===== src/rtl/interrupt_controller.sv =====
// interrupt_controller: edge-latched interrupt sources, mask/GIE gating and single-level intr/reti handshake.
// Define INTC_ROUND_ROBIN_EN for round-robin arbitration instead of lowest-index-wins priority.
module interrupt_controller #(
   parameter int NUM_SRC = 8,
   parameter int ID_W = 4
) (
   input  logic               clk,
   input  logic               rst,
   input  logic [NUM_SRC-1:0] irq_in,
   input  logic               reti,
   input  logic               cfg_we,
   input  logic [1:0]         cfg_addr,
   input  logic [15:0]        cfg_wdata,
   output logic [15:0]        cfg_rdata,
   output logic               intr,
   output logic               in_service
);
   typedef enum logic [1:0] {IDLE, FIRE, SERVICE} state_t;
   state_t state, state_n;
   logic gie, spurious, take, unused_wdata;
   logic [NUM_SRC-1:0] mask, pending, pending_n, irq_q, eligible, w1c, taken_bit;
   logic [ID_W-1:0] cause_id, winner;

   assign eligible = pending & mask;
   assign take = state == IDLE && gie && |eligible && !reti;
   assign w1c = (cfg_we && cfg_addr == 2'd2) ? cfg_wdata[NUM_SRC-1:0] : '0;
   assign taken_bit = take ? NUM_SRC'(1) << winner : '0;
   // the taken source is cleared even if it re-rises this cycle; other edges beat W1C
   assign pending_n = ((pending & ~w1c) | (irq_in & ~irq_q)) & ~taken_bit;
   assign intr = state == FIRE;
   assign in_service = state != IDLE;
   assign unused_wdata = ^cfg_wdata;
   assign cfg_rdata = cfg_addr == 2'd0 ? {15'd0, gie}
                    : cfg_addr == 2'd1 ? 16'(mask)
                    : cfg_addr == 2'd2 ? 16'(pending)
                    : {in_service, spurious, 14'(cause_id)};

`ifdef INTC_ROUND_ROBIN_EN
   logic found;
   logic [ID_W-1:0] ptr;
   logic [NUM_SRC-1:0] rot;
   always_ff @(posedge clk or posedge rst)
      if (rst) ptr <= '0;
      else if (take) ptr <= ID_W'((int'(winner) + 1) % NUM_SRC);
   always_comb begin
      winner = '0;
      found = 1'b0;
      rot = '0;
      for (int i = 0; i < NUM_SRC; i++) begin
         rot = eligible >> ((int'(ptr) + i) % NUM_SRC);
         if (!found && rot[0]) begin
            winner = ID_W'((int'(ptr) + i) % NUM_SRC);
            found = 1'b1;
         end
      end
   end
`else
   always_comb begin
      winner = '0;
      for (int i = NUM_SRC - 1; i >= 0; i--)
         if (eligible[i]) winner = ID_W'(i);
   end
`endif

   always_ff @(posedge clk or posedge rst)
      if (rst) state <= IDLE;
      else state <= state_n;

   always_comb begin
      state_n = state;
      case (state)
         IDLE:    state_n = take ? FIRE : IDLE;
         FIRE:    state_n = reti ? IDLE : SERVICE;
         default: state_n = reti ? IDLE : SERVICE;
      endcase
   end

   always_ff @(posedge clk or posedge rst)
      if (rst) begin
         gie <= 1'b0;
         mask <= '0;
         pending <= '0;
         irq_q <= '0;
         cause_id <= '0;
         spurious <= 1'b0;
      end else begin
         irq_q <= irq_in;
         pending <= pending_n;
         if (cfg_we && cfg_addr == 2'd0) gie <= cfg_wdata[0];
         if (cfg_we && cfg_addr == 2'd1) mask <= cfg_wdata[NUM_SRC-1:0];
         if (take) cause_id <= winner;
         if (state == IDLE && reti) spurious <= 1'b1;
         else if (cfg_we && cfg_addr == 2'd3) spurious <= 1'b0;
      end
endmodule


===== config.mk =====
export PLATFORM = sky130hd
export DESIGN_NAME = interrupt_controller
export DESIGN_NICKNAME = d
export VERILOG_FILES = /design/src/rtl/interrupt_controller.sv
export SDC_FILE = /design/constraint.sdc
export NUM_CORES = 1
export LEC_CHECK = 0
export CORE_ASPECT_RATIO = 0.6
export CORE_MARGIN = 2
export CORE_UTILIZATION = 46
export DETAILED_ROUTE_END_ITERATION = 10
export PLACE_DENSITY_LB_ADDON = 0.25
export SLEW_MARGIN = 5
export SYNTH_ARGS = -nofsm -noshare
export SYNTH_HDL_FRONTEND = slang
export SYNTH_SLANG_ARGS = --single-unit

===== constraint.sdc =====
create_clock -name clk -period 1.7 [get_ports clk]
set_input_delay 0.425 -clock clk [delete_from_list [all_inputs] [get_ports clk]]
set_output_delay 0.425 -clock clk [all_outputs]
set_load 0.05 [all_outputs]

Yosys cells after proc, flatten, opt, wreduce, memory -nomap -nowiden
Index checks and enable logic that the tools add are counted.
W data, S select, Z words.
{ "op_classes": {"n_eq_ne": 4, "shift": 1, "n_mux": 18, "bitwise": 8, "reduce_logical": 14} }
{ "ops": {"columns": ["cell", "n"], "rows": [
  ["$mux W16", 3],
  ["$and A8 B8 Y8", 4],
  ["$mux W4", 7],
  ["$not A8 Y8", 3],
  ["$mux W8", 2],
  ["$logic_and A1 B1 Y1", 8],
  ["$or A8 B8 Y8", 1],
  ["$reduce_or A8 Y1", 1],
  ["$shl A1 B4 Y8 const A", 1],
  ["$eq A2 B1 Y1 const B", 2],
  ["$eq A2 B2 Y1 const B", 2],
  ["$logic_not A2 Y1", 2],
  ["$mux W2", 2],
  ["$reduce_bool A2 Y1", 2],
  ["$mux W1", 3],
  ["$mux W3", 1],
  ["$logic_not A1 Y1", 1]
]} }
{ "word_totals": {"reg_bits": 32, "input_bits": 30, "out_inout_bits": 18, "wordCells": 52} }

Logic depth before layout (Yosys ltp)
Gate-level depths: netlist of run 1.
{ "depth": {"word_depth": 13, "ltp_mapped": 6, "ltp_nobuf": 4} }

Worst setup path after synthesis of run 1
No wires, ideal clock.
{ "synth_timing": {"path_kind": "input to output", "startpoint": "input cfg_addr[1]", "endpoint": "output cfg_rdata[3]", "arrival_ns": 1.327, "required_ns": 1.275, "path_slack_ns": -0.052, "cell_stages": 3, "path_buffers": 1, "cell_sequence": "buf_2 nor2b_1 a22o_1"} }
{ "synth_between": {"elab_chain_len": 4, "word_cells_on_any_way": 6, "cone_classes": "eq/ne: 2; mux: 3; reduce/logical: 1"} }
{ "synth_lines": {"columns": ["item", "line", "rtl"], "rows": [
  ["start, declared", "12", "input logic [1:0] cfg_addr,"],
  ["$eq A2 B2 Y1", "35", ": cfg_addr == 2'd2 ? 16'(pending)"],
  ["$mux W16", "35", null],
  ["$mux W16", "34", ": cfg_addr == 2'd1 ? 16'(mask)"],
  ["$mux W16 *", "33", "assign cfg_rdata = cfg_addr == 2'd0 ? {15'd0, gie}"],
  ["end, declared", "14", "output logic [15:0] cfg_rdata,"]
]} }
Every way passes the cells marked *; elsewhere a longest branch is shown, timed or not.

Worst setup path after layout of run 1
{ "layout_timing": {"startpoint": "register gie", "endpoint": "output cfg_rdata[0]"} }
{ "layout_between": {"elab_chain_len": 1} }
{ "layout_lines": {"columns": ["item", "line", "rtl"], "rows": [
  ["start, declared", "20", "logic gie, spurious, take, unused_wdata;"],
  ["start signal, assigned", "89", "if (cfg_we && cfg_addr == 2'd0) gie <= cfg_wdata[0];"],
  ["$mux W16", "33", null]
]} }
Every way passes these cells.

==> flow_summary.ini, run 1 <==
[worst_hold_path]
hp-class = in -> async

[setup_path]
endpoint_kind = primary output
path_cells = mux4_2 -> buf_6
cp.depth = 2
critical_path_class = reg -> out
critPathSlowestCell = mux4_2
cp_num_buf_inv = 1
critical_path.max_fanout = 4
path_delay_family = multiplexers
cpPeakStageDelay_ps = 480
critPathLaunchType = register
worstRegToRegCells = 5
cp_data_required_time_ps = 1270
cp.arrival_ps = 1340

[route]
wl_per_cell_um = 16.7
via_count = 1312
drtIter0Drc = 66
dr.pass1.iters = 4
drcViolationCount = 0
drt-vias-per-instance = 5.42
wl_um = 4050
ant_nets = 0

[layout]
n_antenna_cell = 0
multi_input_area_um2 = 764
final-seq-area_um2 = 776
fillers = 230
fin_nets = 227
area.growth.synth_to_final_pct = 49.4
drive_above_1_share_pct = 37.1
finish.utilization_pct = 70.9
final_area_um2 = 2280
layoutNonFillerInstCount = 242

[clocking]
clkSinkCount = 31
holdBufCountCts = 0
cts.htree.levels = 2
clock_path_buffers = 2
clkLatencyLatePin_ps = 290
cts_root_buffer = clkbuf_8
clk_pin_slew_ps = 60
cts_tree = yes
cts_buffers = 5

[floorplan]
rows = 16
dieArea_um2 = 3820
fp.dieH_um = 48.7
fp.coreArea_um2 = 3220
start_util_pct = 47.4
die_w_um = 78.4
io_pins = 48

[sta]
worstMarginPinSlew_ps = 542
rsz0062_at_grt = true
period_needed_ps = 1770
finalClockSkew_ps = 5.12
finalSetupViolations = 3
max_freq_mhz = 565
holdWs_ps = 509
drv_slew = 0
fin_crit_sh_pct = 104
setup_slack_ps = -68.5
fin_tns_setup_ps = -180
slew_headroom_pct = 63.8
hold_viol = 0

[pwr]
total_power_mw = 2.68
ir_drop_mv = 0.760
pwr_density_cell_nw_per_um2 = 1170
power_leakage_nw = 0.998

[global_routing]
grt_pass1_vias = 1285
grt_max_degree = 32
overflow = 0
antenna_found_initial = 0
track_usage_pct = 23.0
grt_pass1_wl_um = 6470

[synthesis]
synth_cells = 141
synth.area.top_cells = dfrtp_1 (51%), mux2_2 (8.1%), a22o_1 (5.2%), a21oi_1 (4.3%), nor2b_1 (4.1%)
avgSynthCellArea_um2 = 10.8
synth.cell_area_um2 = 1530
synth_warnings = 0
synth_cell_types = 31
synth.top_cell.area_share_pct = 50.7
synth_edf_count = 0
synth_seq_cells = 31
seq_area_frac_synth_pct = 50.7
synth_ff_type = dfrtp_1
synthArstFlopShare_pct = 100
synth_top_area_cell = dfrtp_1

[placement]
hpwl_um = 2770
placed_area_um2 = 2080
dp.cells = 228
placement.io_buffers = 33
place_ws_ps = -776
gp_congestion = 0.895

[outcome]
outcome = complete, but fails checks
violations = setup timing

[flow_run]
max_cap_violations = 0
## placed cells by master, fill, tap and decap left out, types with 2 or more instances in the layout
master,netlist,layout
mux2_2,11,10
conb_1,1,6
a31oi_1,6,6
nor2b_1,10,8
a22o_1,9,2
o21ai_0,2,2
a21oi_1,13,13
nor2_1,8,7
and2_1,3,3
buf_4,6,22
a22o_2,0,4
nand3_1,3,3
dfrtp_1,31,31
nor2b_4,0,2
buf_12,0,10
a22o_4,0,3
nand2_1,13,13
a22oi_1,4,4
clkbuf_8,0,6
clkdlybuf4s50_1,0,19
buf_6,0,2
## what timing repair did
action                                  4_1_cts  5_1_grt
endpoints found under the setup margin       18       15
pin swaps                                     1        1
gates resized for setup                      18       10
setup buffers                                 7        1
## worst register-to-register path, delay by kind of cell, from the launching register on
family | cells | cell delay (ps)
AND/OR/NAND/NOR | 2 | 640
AO/OA/AOI/OAI | 2 | 350
buffers and inverters | 1 | 160
flip-flops | 1 | 410
## final timing paths
path                               start           end  slack, ps
min in group clk                spurious      spurious        520
worst min register to register  spurious      spurious        520
max in group asynchronous            rst      irq_q[7]        900
worst max-delay path                 gie  cfg_rdata[0]        -70
worst min-delay path                 rst       mask[1]        510
worst max register to register  state[1]   cause_id[0]         70
## flip-flops by register name (all words and copies together), names as in the netlist
register and flops:
pending 8, state 2, mask 8, cause_id 3
gie 1, irq_q 8, spurious 1
## metal layers
metal	part of all wire (%)	vias up	track usage, %	wire length [um]
met2	46	49	32.9	1850
met3	5.7	9	6.53	229
met4	2.4	0	12.9	99
met5	0	-	0	0
met1	46	640	31.5	1870
li1	-	614	-	-
## layout make-up
cell class                      instances  area share, %
Clock buffer                            6           3.61
Clock inverter                          1          0.219
Inverter                                2          0.329
Multi-Input combinational cell        103           33.5
Sequential cell                        31           34.0
Tap cell                               45           2.46
Timing Repair Buffer                   54           26.0
## cells by family after synthesis
| family | share of synthesized area, % |
|---|---|
| muxes | 9.57 |
| buffers and inverters | 4.66 |
| other | 0.245 |
| AOI/OAI and AO/OA | 18.6 |
| DFF | 50.7 |
| and+or+nand+nor | 16.2 |
## where the power goes
part | switching, mW | total [mW] | internal, mW
Sequential | 0.123 | 0.999 | 0.876
Combinational | 0.569 | 1.10 | 0.532
Clock | 0.264 | 0.580 | 0.317
## cell usage after synthesis, types with 3 or more instances
| cell type | instances |
|---|---|
| a21oi_1 | 13 |
| a22o_1 | 9 |
| a22oi_1 | 4 |
| a31oi_1 | 6 |
| and2_1 | 3 |
| buf_2 | 3 |
| buf_4 | 6 |
| dfrtp_1 | 31 |
| mux2_2 | 11 |
| nand2_1 | 13 |
| nand3_1 | 3 |
| nor2_1 | 8 |
| nor2b_1 | 10 |
No activity file was read; power rests on OpenSTA's default activity.
==> run 2, diff against run 1 <==
--- a/config.mk
+++ b/config.mk
@@ -5,11 +5,11 @@
 export SDC_FILE = /design/constraint.sdc
 export NUM_CORES = 1
 export LEC_CHECK = 0
-export CORE_ASPECT_RATIO = 0.6
 export CORE_MARGIN = 2
 export CORE_UTILIZATION = 46
 export DETAILED_ROUTE_END_ITERATION = 10
-export PLACE_DENSITY_LB_ADDON = 0.25
+export GPL_ROUTABILITY_DRIVEN = 0
+export PLACE_DENSITY = 0.79
 export SLEW_MARGIN = 5
 export SYNTH_ARGS = -nofsm -noshare
 export SYNTH_HDL_FRONTEND = slang
==> run 2 against run 1 <==
Net effect: the flow still finishes with violations (setup timing); clock power is 36% lower; count of clock-buffer cells in the layout stayed put; fmax is 2.8% lower; die area is 0.40% lower; worst setup slack worse by 50 ps; register-to-register slack hardly changed; hold slack worse by 17 ps; design area is 1.3% lower; critical path type unchanged.
==> flow_summary.ini, run 2 (synthesis gave the netlist of run 1 again) <==
[sta]
fin_tns_setup_ps = -346
rsz0062_at_grt = true
setup_slack_ps = -119
max_freq_mhz = 550
finalClockSkew_ps = 5.12
hold_viol = 0
period_needed_ps = 1820
worstMarginPinSlew_ps = 513
drv_slew = 0
fin_crit_sh_pct = 107
finalSetupViolations = 3
slew_headroom_pct = 65.8

[clocking]
clkSinkCount = 31
cts_buffers = 5
holdBufCountCts = 0
cts_root_buffer = clkbuf_4
clkLatencyLatePin_ps = 320
clk_pin_slew_ps = 90
cts.htree.levels = 2
cts_tree = yes
clock_path_buffers = 2

[pwr]
power_frac_comb_pct = 45.0
pwr_density_cell_nw_per_um2 = 1110
total_power_mw = 2.49
intPower_mw = 1.57
seqPwrFrac_pct = 40.2
p_switching_uw = 921
swShare_pct = 36.9
ir_drop_mv = 0.663
power_leakage_nw = 0.991
clkPwrFrac_pct = 14.8

[setup_path]
critPathLaunchType = register
cp_data_required_time_ps = 1270
critPathSlowestCell = dfrtp_1
endpoint_kind = primary output
cp_num_buf_inv = 1
path_cells = mux2_4 -> a22o_4 -> buf_12
cpPeakStageDelay_ps = 410
worstRegToRegCells = 5
path_delay_family = flip-flops
critical_path.max_fanout = 4
reg2reg_slack_ps = 70
r2r-end = cause_id[0]
critical_path_class = reg -> out
r2r-start = state[1]
cp.arrival_ps = 1390

[route]
ant_nets = 0
wl_per_cell_um = 16.0
drt-vias-per-instance = 5.62
wl_um = 3880
drcViolationCount = 0
drtIter0Drc = 70
via_count = 1361
dr.pass1.iters = 4

[placement]
placement.io_buffers = 33
dp.cells = 226
placed_area_um2 = 2070
hpwl_um = 2650

[floorplan]
rows = 20
fp.coreArea_um2 = 3100
fp.dieH_um = 61.7
start_util_pct = 49.3
io_pins = 48
dieArea_um2 = 3800
die_w_um = 61.7

[layout]
n_antenna_cell = 0
fin_nets = 229
fillers = 224
layoutNonFillerInstCount = 242
final_common_cell = dfrtp_1
mostFrequentLayoutCells = dfrtp_1 (31), buf_4 (22), clkdlybuf4s50_1 (19), nand2_1 (13), a21oi_1 (13)
drive_above_1_share_pct = 36.4
reg.largest.list = irq_q x8, mask x8, pending x8
area.growth.synth_to_final_pct = 47.5
final_area_um2 = 2260
finish.utilization_pct = 72.7

[outcome]
violations = setup timing
outcome = complete, but fails checks

[global_routing]
track_usage_pct = 23.2
antenna_found_initial = 0
overflow = 0
grt_pass1_wl_um = 6330
grt_pass1_vias = 1426
grt_max_degree = 32

[worst_hold_path]
hp-class = in -> async

[flow_run]
max_cap_violations = 0
[run 2: per-stage QoR]
stage               hold WS (ps)  worst slack [ps]
finish                       491              -119
global route                 520              -152
CTS                          505              -121
detailed placement           499              -648
global placement             485              -619
floorplan                    456              1.30
[run 2: cell type report]
cell class                      instances  area [um^2]  area share (%)
Multi-Input combinational cell        103          777            34.4
Sequential cell                        31          776            34.4
Timing Repair Buffer                   56          599            26.6
Tap cell                               44         55.1            2.44
Clock buffer                            6         41.3            1.83
Inverter                                2         7.51           0.333
[run 2: repair_timing]
action	in CTS	in global routing
setup endpoints to repair	18	5
resized for setup	20	5
pin swaps	3	2
gates cloned	0	0
buffers inserted	8	2
[run 2: how the worst max path moves through the flow]
stage,from,to,cells after the start
6_report,pending[1],cfg_rdata[1],3
5_1_grt,pending[1],cfg_rdata[1],3
4_1_cts,pending[1],cfg_rdata[1],3
3_5_place_dp,cfg_addr[1],cfg_rdata[3],4
3_3_place_gp,cfg_addr[1],cfg_rdata[3],4
2_1_floorplan,state[1],cfg_rdata[15],3
[run 2: power by group through the flow]
stage / clock (mW) / combinational [mW] / sequential [mW]
after floorplan: 0 / 0.620 / 0.976
after global placement: 0 / 0.928 / 1.02
after detailed placement: 0 / 0.951 / 1.02
after CTS: 0.380 / 1.08 / 0.993
after global routing: 0.413 / 1.20 / 1.02
final: 0.370 / 1.12 / 1.00
[run 2: worst min-delay path, stage by stage]
cell and delay [ps]:
clkdlybuf4s50_1 400, inv_1 60, buf_4 350
[run 2: metal layers]
layer / wire length (um) / vias up / global-route usage, %
li1: - / 623 / -
met1: 1550 / 671 / 28.3
met2: 2030 / 60 / 39.4
met3: 242 / 7 / 5.67
met4: 48 / 0 / 9.42
met5: 0 / - / 0
